$ cat src/rtl/bank_arb_pkg.sv
`default_nettype none
// ============================================================================
//  Module   : bank_arb_pkg
//  Purpose  : Shared sizing constants and types for the bank slot arbiter.
//  Revision : 1.0
// ============================================================================
package bank_arb_pkg;

    localparam int NUM_SLOTS   = 2;
    localparam int NUM_BANKS   = 5;
    localparam int ADDR_WIDTH  = 9;
    localparam int DATA_WIDTH  = 32;
    localparam int RAM_LATENCY = 2;
    localparam int SLOT_W      = (NUM_SLOTS > 1) ? $clog2(NUM_SLOTS) : 1;

    // Tag stage 0 loads on acceptance; the last stage lines up with ram_rdata.
    localparam int TAG_DEPTH   = RAM_LATENCY + 2;

    typedef logic [NUM_BANKS-1:0]  mask_t;
    typedef logic [ADDR_WIDTH-1:0] addr_t;
    typedef logic [DATA_WIDTH-1:0] data_t;
    typedef data_t [NUM_BANKS-1:0] lanes_t;
    typedef logic [SLOT_W-1:0]     slot_t;

    typedef struct packed {
        logic  valid;
        slot_t slot;
        mask_t mask;
    } rd_tag_t;

    function automatic lanes_t mask_lanes(input lanes_t d, input mask_t m);
        lanes_t r;
        for (int b = 0; b < NUM_BANKS; b++) begin
            r[b] = m[b] ? d[b] : '0;
        end
        return r;
    endfunction

endpackage
`default_nettype wire

$ cat src/rtl/bank_rr_grant.sv
`default_nettype none
// ============================================================================
//  Module   : bank_rr_grant
//  Purpose  : Request vector to one-hot grant. Round-robin by default;
//             BANK_ARB_FIXED_PRIO_EN selects fixed lowest-index priority.
//  Revision : 1.0
// ============================================================================
module bank_rr_grant #(
    parameter int N     = 2,
    parameter int IDX_W = 1
) (
    input  logic             clk,
    input  logic             rst,
    input  logic [N-1:0]     i_req,
    output logic [N-1:0]     o_gnt,
    output logic [IDX_W-1:0] o_gnt_idx,
    output logic             o_gnt_vld
);

    logic             w_lo_found;
    logic [IDX_W-1:0] w_lo_idx;

    always_comb begin
        w_lo_found = 1'b0;
        w_lo_idx   = '0;
        for (int i = N - 1; i >= 0; i--) begin
            if (i_req[i]) begin
                w_lo_found = 1'b1;
                w_lo_idx   = IDX_W'(i);
            end
        end
    end

`ifdef BANK_ARB_FIXED_PRIO_EN
    logic w_unused_ok;
    assign w_unused_ok = clk ^ rst;

    always_comb begin
        o_gnt_vld = w_lo_found;
        o_gnt_idx = w_lo_idx;
        o_gnt     = w_lo_found ? (N'(1) << w_lo_idx) : '0;
    end
`else
    logic [IDX_W-1:0] r_ptr_q;
    logic [IDX_W-1:0] w_ptr_d;
    logic             w_hi_found;
    logic [IDX_W-1:0] w_hi_idx;

    // Requesters at or above the pointer win; otherwise wrap to the lowest.
    always_comb begin
        w_hi_found = 1'b0;
        w_hi_idx   = '0;
        for (int i = N - 1; i >= 0; i--) begin
            if (i_req[i] && (i >= int'(r_ptr_q))) begin
                w_hi_found = 1'b1;
                w_hi_idx   = IDX_W'(i);
            end
        end
    end

    always_comb begin
        o_gnt_vld = w_lo_found;
        o_gnt_idx = w_hi_found ? w_hi_idx : w_lo_idx;
        o_gnt     = w_lo_found ? (N'(1) << o_gnt_idx) : '0;
        w_ptr_d   = r_ptr_q;
        if (o_gnt_vld) begin
            w_ptr_d = (o_gnt_idx == IDX_W'(N - 1)) ? '0 : o_gnt_idx + 1'b1;
        end
    end

    always_ff @(posedge clk or posedge rst) begin
        if (rst) begin
            r_ptr_q <= '0;
        end else begin
            r_ptr_q <= w_ptr_d;
        end
    end
`endif

endmodule
`default_nettype wire

$ cat src/rtl/bank_slot_arbiter.sv
`default_nettype none
// ============================================================================
//  Module   : bank_slot_arbiter
//  Purpose  : Grants one slot command per cycle onto the five RAM banks and
//             routes read data back by tag. Option: BANK_ARB_FIXED_PRIO_EN.
//  Revision : 1.0
// ============================================================================
module bank_slot_arbiter
    import bank_arb_pkg::*;
(
    input  logic                    clk,
    input  logic                    rst,
    input  logic   [NUM_SLOTS-1:0]  s_valid,
    output logic   [NUM_SLOTS-1:0]  s_ready,
    input  logic   [NUM_SLOTS-1:0]  s_rw,
    input  mask_t  [NUM_SLOTS-1:0]  s_mask,
    input  addr_t  [NUM_SLOTS-1:0]  s_addr,
    input  logic   [NUM_SLOTS-1:0]  s_wvalid,
    output logic   [NUM_SLOTS-1:0]  s_wready,
    input  lanes_t [NUM_SLOTS-1:0]  s_wdata,
    output logic   [NUM_SLOTS-1:0]  s_rvalid,
    output lanes_t [NUM_SLOTS-1:0]  s_rdata,
    output mask_t                   ram_en,
    output mask_t                   ram_we,
    output addr_t  [NUM_BANKS-1:0]  ram_addr,
    output lanes_t                  ram_wdata,
    input  lanes_t                  ram_rdata
);

    logic [NUM_SLOTS-1:0] w_elig;
    logic [NUM_SLOTS-1:0] w_gnt;
    slot_t                w_sel;
    logic                 w_acc;

    // Reset masks eligibility so no ready can leak out while rst is high.
    assign w_elig = s_valid & (~s_rw | s_wvalid) & {NUM_SLOTS{~rst}};

    bank_rr_grant #(
        .N     (NUM_SLOTS),
        .IDX_W (SLOT_W)
    ) u_grant (
        .clk       (clk),
        .rst       (rst),
        .i_req     (w_elig),
        .o_gnt     (w_gnt),
        .o_gnt_idx (w_sel),
        .o_gnt_vld (w_acc)
    );

    assign s_ready  = w_gnt;
    assign s_wready = w_gnt & s_rw;

    mask_t                 r_ram_en_q,    w_ram_en_d;
    mask_t                 r_ram_we_q,    w_ram_we_d;
    addr_t [NUM_BANKS-1:0] r_ram_addr_q,  w_ram_addr_d;
    lanes_t                r_ram_wdata_q, w_ram_wdata_d;

    always_comb begin
        w_ram_en_d    = '0;
        w_ram_we_d    = '0;
        w_ram_addr_d  = '0;
        w_ram_wdata_d = '0;
        if (w_acc) begin
            w_ram_en_d = s_mask[w_sel];
            w_ram_we_d = s_rw[w_sel] ? s_mask[w_sel] : '0;
            for (int b = 0; b < NUM_BANKS; b++) begin
                if (s_mask[w_sel][b]) begin
                    w_ram_addr_d[b]  = s_addr[w_sel];
                    w_ram_wdata_d[b] = s_wdata[w_sel][b];
                end
            end
        end
    end

    rd_tag_t [TAG_DEPTH-1:0] r_tag_q, w_tag_d;

    always_comb begin
        w_tag_d[0] = '0;
        if (w_acc && !s_rw[w_sel]) begin
            w_tag_d[0].valid = 1'b1;
            w_tag_d[0].slot  = w_sel;
            w_tag_d[0].mask  = s_mask[w_sel];
        end
        for (int k = 1; k < TAG_DEPTH; k++) begin
            w_tag_d[k] = r_tag_q[k-1];
        end
    end

    logic   [NUM_SLOTS-1:0] r_rvalid_q, w_rvalid_d;
    lanes_t [NUM_SLOTS-1:0] r_rdata_q,  w_rdata_d;
    rd_tag_t                w_last;

    assign w_last = r_tag_q[TAG_DEPTH-1];

    // Return data is held per slot until the next return to that slot.
    always_comb begin
        w_rvalid_d = '0;
        w_rdata_d  = r_rdata_q;
        if (w_last.valid) begin
            w_rvalid_d[w_last.slot] = 1'b1;
            w_rdata_d[w_last.slot]  = mask_lanes(ram_rdata, w_last.mask);
        end
    end

    always_ff @(posedge clk or posedge rst) begin
        if (rst) begin
            r_ram_en_q    <= '0;
            r_ram_we_q    <= '0;
            r_ram_addr_q  <= '0;
            r_ram_wdata_q <= '0;
            r_tag_q       <= '0;
            r_rvalid_q    <= '0;
            r_rdata_q     <= '0;
        end else begin
            r_ram_en_q    <= w_ram_en_d;
            r_ram_we_q    <= w_ram_we_d;
            r_ram_addr_q  <= w_ram_addr_d;
            r_ram_wdata_q <= w_ram_wdata_d;
            r_tag_q       <= w_tag_d;
            r_rvalid_q    <= w_rvalid_d;
            r_rdata_q     <= w_rdata_d;
        end
    end

    assign ram_en    = r_ram_en_q;
    assign ram_we    = r_ram_we_q;
    assign ram_addr  = r_ram_addr_q;
    assign ram_wdata = r_ram_wdata_q;
    assign s_rvalid  = r_rvalid_q;
    assign s_rdata   = r_rdata_q;

endmodule
`default_nettype wire

$ cat config.mk
export PLATFORM = sky130hd
export DESIGN_NAME = bank_slot_arbiter
export DESIGN_NICKNAME = d
export VERILOG_FILES = /design/src/rtl/bank_arb_pkg.sv /design/src/rtl/bank_rr_grant.sv /design/src/rtl/bank_slot_arbiter.sv
export SDC_FILE = /design/constraint.sdc
export NUM_CORES = 1
export LEC_CHECK = 0
export BUFFER_PORTS_ARGS = -buffer_cell sky130_fd_sc_hd__buf_2
export CORE_AREA = 2 2 406 408
export CTS_BUF_LIST = sky130_fd_sc_hd__clkbuf_4 sky130_fd_sc_hd__clkbuf_8 sky130_fd_sc_hd__clkbuf_16
export CTS_CLUSTER_DIAMETER = 200
export DETAILED_ROUTE_END_ITERATION = 10
export DIE_AREA = 0 0 408 410
export HOLD_SLACK_MARGIN = 0.15
export REMOVE_ABC_BUFFERS = 1
export SKIP_CTS_REPAIR_TIMING = 1
export SKIP_LAST_GASP = 1
export SLEW_MARGIN = 20
export SYNTH_ARGS = -nofsm -noshare
export SYNTH_HDL_FRONTEND = slang
export SYNTH_SLANG_ARGS = --single-unit
$ cat constraint.sdc
create_clock -name clk -period 15.8 [get_ports clk]
set_input_delay 0.79 -clock clk [delete_from_list [all_inputs] [get_ports clk]]
set_output_delay 0.79 -clock clk [all_outputs]
set_load 0.01 [all_outputs]
### Word-level counts from Yosys, hierarchy flattened

Cells that the tools add are included.

| storage, ports and cells | value |
|---|---|
| register bits | 566 |
| output and inout bits | 541 |

| cells by class | value |
|---|---|
| shift-type cells | 1 |
| magnitude comparators | 4 |
| bitwise logic cells | 6 |
| muxes and demuxes | 43 |
| $add $sub $neg | 1 |
| reductions and logical operators | 4 |

Operator list:

| cell | count |
|---|---|
| $mux 160 | 4 |
| $bwmux 320 | 1 |
| $mux 32 | 10 |
| $demux 160 s1 | 1 |
| $mux 9 | 7 |
| $mux 45 | 1 |
| $mux 5 | 5 |
| $mux 1 | 10 |
| $mux 7 | 1 |
| $and 2x2->2 | 3 |
| $lt 1x2->1 const B | 2 |
| $mux 2 | 2 |
| $logic_and 1x1->1 | 3 |
| $not 2->2 | 1 |
| $or 2x2->2 | 1 |
| $shl 1x1->2 const A | 1 |
| $add 1x1->1 const B | 1 |
| $demux 1 s1 | 1 |
| $ge 1x1->1 const A | 1 |
| $ge 1x1->1 const B | 1 |
| $logic_not 1->1 | 1 |
| $not 1->1 | 1 |

### Depth between registers and ports, before layout

| logic depth | value |
|---|---|
| word-level depth | 12 |
| gate-level depth with buffers | 7 |

### Hierarchy

Synthesis repeated with hierarchy kept, for this count alone.

| unflattened totals | value |
|---|---|
| cells, all modules | 2051 |
| area total of the unflattened synthesis | 23020.8 um^2 |

By module, submodules not included:

| module | area each (um^2) | instances | cells an instance |
|---|---|---|---|
| bank_slot_arbiter | 22950.8 | 1 | 2042 |
| bank_rr_grant | 70.1 | 1 | 9 |

### Least setup slack after synthesis

OpenSTA, ideal clock, no wires.

| timing path | value |
|---|---|
| kind | input-to-output |
| from | input port rst |
| to | output port s_wready[0] |
| data required time | 15010 ps |
| stages | 6 |
| slack | 5170 ps |
| arrival time | 9840 ps |
| path through | clkbuf_1 > buf_2 > inv_2 > clkbuf_1 > buf_2 > and3_2 |

| on the way | value |
|---|---|
| cells in the longest elaborated chain, start to end | 8 |
| elaborated cells on any way between the ends | 12 |
| those cells by class | 1 x shift; 7 x mux; 3 x bitwise; 1 x reduce/logical |

Ends and longest elaborated chain:

| what | RTL line | source |
|---|---|---|
| start: declaration | bank_slot_arbiter.sv:12 | `input logic rst,` |
| $not 1->1 * | bank_slot_arbiter.sv:36 | `assign w_elig = s_valid & (~s_rw \| s_wvalid) & {NUM_SLOTS{~rst}};` |
| $and 2x2->2 * | bank_slot_arbiter.sv:36 |  |
| $mux 1 / $logic_and 1x1->1 (equally long branches) | bank_rr_grant.sv:27, bank_rr_grant.sv:54 |  |
| $mux 1, on equally long branches | bank_rr_grant.sv:27, bank_rr_grant.sv:54 |  |
| $mux 1 | bank_rr_grant.sv:63 | `o_gnt_idx = w_hi_found ? w_hi_idx : w_lo_idx;` |
| $shl 1x1->2 | bank_rr_grant.sv:64 | `o_gnt = w_lo_found ? (N'(1) << o_gnt_idx) : '0;` |
| $mux 2 * | bank_rr_grant.sv:64 |  |
| $and 2x2->2 * | bank_slot_arbiter.sv:51 | `assign s_wready = w_gnt & s_rw;` |
| end: declaration | bank_slot_arbiter.sv:19 | `output logic [NUM_SLOTS-1:0] s_wready,` |

Mark *: on every way between the ends. The rest lies on a longest branch, timed or not.

### Worst setup path in the final report

Ends and elaborated chain as after synthesis.

==> reports/metrics.cfg <==
[pwr]
switching_share = 0.310
combPwrFrac = 0.182
pwr-share-clk = 0.395
seqPwrFrac = 0.423
p_leak_nw = 15.4
internal_power_mw = 2.82
powerDensity_mw_per_mm2 = 128
irDropWorstVdd_mv = 0.0887
p_sw_mw = 1.26

[clock_tree]
cts_max_path_buffers = 3
worstSkewPairLatency_ns = 0.66
clkTransAtPathRegs_ns = 0.06
cts_made_buffers = 68
htree_levels = 3
cts.sinks = 566
clockRootBuffer = clkbuf_16
cts_tree = done

[sta]
fin_ws_ns = 11.77
tightestPinTransition_ns = 1.16
finalSetupViolCount = 0
rsz0062_at_grt = no
post-route-min-period_ns = 4.03
finalHoldViolCount = 0
fin_tns_setup_ns = 0
skew_ns = 0.0253
drv_slew = 0
period_share = 0.255
relSlewSlack = 0.216
fmaxAchievable_mhz = 248

[worst_setup_path]
cp-end-kind = output pin
ff2ff_setup_slack_ns = 12.06
path_class = input port to output pin
critPathCapture = s_wready[0]
r2r-start = r_tag_q[27]$_DFF_PP0_
cp_max_fo = 174
startpoint = rst
startpoint_type = input port
worst_ep_required_time_ns = 15.01
cp.arrival_ns = 3.24
reg2regPathDepth = 5
rr_endpoint = s_rdata[233]$_DFFE_PP0P_

[grt]
grt_pass1_vias = 20200
grt_usage = 0.139
overflow = 0
grt_first_pass_wirelength_um = 163000
grt_max_degree = 175
antenna_found_initial = 33

[detailed_routing]
drtIter0Drc = 1674
routed.top_layer = met5
routed_via_density = 3.82
avgRoutedWirePerCell_um = 22.5
postRouteAntennaNets = 0
met2_length_um = 57100
drc_errors = 0
drt_wl_total_um = 121000
vias = 20500
wl_met3_um = 14100
dr.pass1.iters = 5
wl_met1_um = 46300

[yosys]
synthTopCellsByArea = dfrtp_1 64%, o21ai_0 11%, nand2_1 8.2%, a21oi_2 4.9%, nand3_1 3.9%
yosysTopAreaCell = dfrtp_1
yosysWarnings = 0
ys_ff_latch = 566
ys_types = 29
syn_inst = 2140
synth_top_area_frac = 0.643
syn_area_per_cell_um2 = 10.3
syn_area_mm2 = 0.0220
ys_seq_area_frac = 0.643

[final_layout]
layout_common_cells = 1,055 x buf_2, 563 x dfrtp_1, 489 x o21ai_0, 480 x nand2_1, 170 x nand3_1
fin_area_mm2 = 0.0318
final_util = 0.195
drive_gt1_frac = 0.426
layout_commonest_cell = buf_2
layout.nets = 3632
area_delta_synth_final_pct = 44.4

[flow_run]
cap_violations = 0

[place]
post_dp_cell_area_mm2 = 0.0295
dp_slack_ns = 11.74
port_buffers = 1056
place.gp.congestion = 0.905
dp.final_hpwl_um = 96600

[die]
io_pins = 1057
die_area_mm2 = 0.167
rows = 149
initial_core_util = 0.135
core-area_mm2 = 0.163
die_w_um = 408
die_h_um = 410

[min_path]
hold_class = input port to asynchronous set/reset pin

[status]
status = finished, final reports clean

-- critical path, cell delays in order --
cell and delay (ns):
buf_6 0.19, inv_8 0.34, buf_4 0.58, buf_12 0.62
and3_2 0.33, buf_2 0.13
-- Yosys cell counts, drive strengths merged --
cell and count:
a21boi 1, nand2b 3, a31oi 1, nor4 1
a22oi 1, nor2 1, o21ai 490, nor3 6
and2 1, inv 10, nand2 481, o311a 1
a32oi 5, a21oi 210, o311ai 1, and3 1
a311oi 1, clkbuf 135, buf 47, nor2b 6
dfrtp 566, a41oi 1, nand3 170
-- area by class of cell --
cell class | instances | area [µm²]
clock inverters | 29 | 303
multi-input cells | 1382 | 7000
flip-flops and latches | 566 | 14200
fillers | 18300 | 132000
well taps | 2189 | 2740
inverters | 10 | 45.0
clock buffers | 90 | 1970
diodes | 13 | 32.5
repair buffers | 1088 | 5560
-- how the worst min path moves through the flow --
stage / from / end / cells past startpoint
finish: rst / r_tag_q[25]$_DFF_PP0_ / 2
global route: rst / r_tag_q[25]$_DFF_PP0_ / 2
CTS: rst / r_tag_q[25]$_DFF_PP0_ / 2
detailed placement: r_tag_q[12]$_DFF_PP0_ / r_tag_q[19]$_DFF_PP0_ / 0
floorplan: r_tag_q[3]$_DFF_PP0_ / r_tag_q[10]$_DFF_PP0_ / 0
global placement: r_tag_q[13]$_DFF_PP0_ / r_tag_q[20]$_DFF_PP0_ / 0
-- power groups by stage --
stage | combinational [mW] | sequential, mW | clock (mW)
floorplan | 0.223 | 1.82 | 0
global placement | 0.753 | 1.74 | 0
detailed placement | 0.760 | 1.75 | 0
CTS | 0.762 | 1.73 | 1.66
global route | 0.815 | 1.75 | 1.72
finish | 0.744 | 1.72 | 1.61
-- routing by layer --
metal / track usage / vias to the layer above
met5: 0 / -
met4: 0.0402 / 18
met3: 0.0695 / 169
met2: 0.226 / 881
met1: 0.159 / 10200
li1: - / 9211
-- metrics by stage --
step | power (mW) | instances | hold WS [ns]
finish | 4.08 | 5367 | 0.260
global route | 4.28 | 5362 | 0.244
CTS | 4.15 | 5354 | 0.204
detailed placement | 2.51 | 5235 | 0.335
global placement | 2.50 | 5235 | 0.333
floorplan | 2.05 | 1958 | 0.331
-- logic make-up (layout without fill, tap and decap cells) --
| logic type | count (synthesis) | after routing | synth area share |
|---|---|---|---|
| flip-flops | 566 | 566 | 0.643 |
| buffers and inverters | 192 | 1217 | 0.0410 |
| AND/OR/NAND/NOR | 670 | 670 | 0.126 |
| AO/OA/AOI/OAI | 712 | 712 | 0.190 |
| other | 0 | 13 | 0 |
-- flip-flops by register name (all words and copies together), names as in the netlist --
| name | flops |
|---|---|
| u_grant.r_ptr_q | 1 |
| s_rvalid | 2 |
| ram_wdata | 160 |
| ram_addr | 45 |
| ram_we | 5 |
| r_tag_q | 28 |
| ram_en | 5 |
| s_rdata | 320 |
Power figures use the tool's default switching activity.
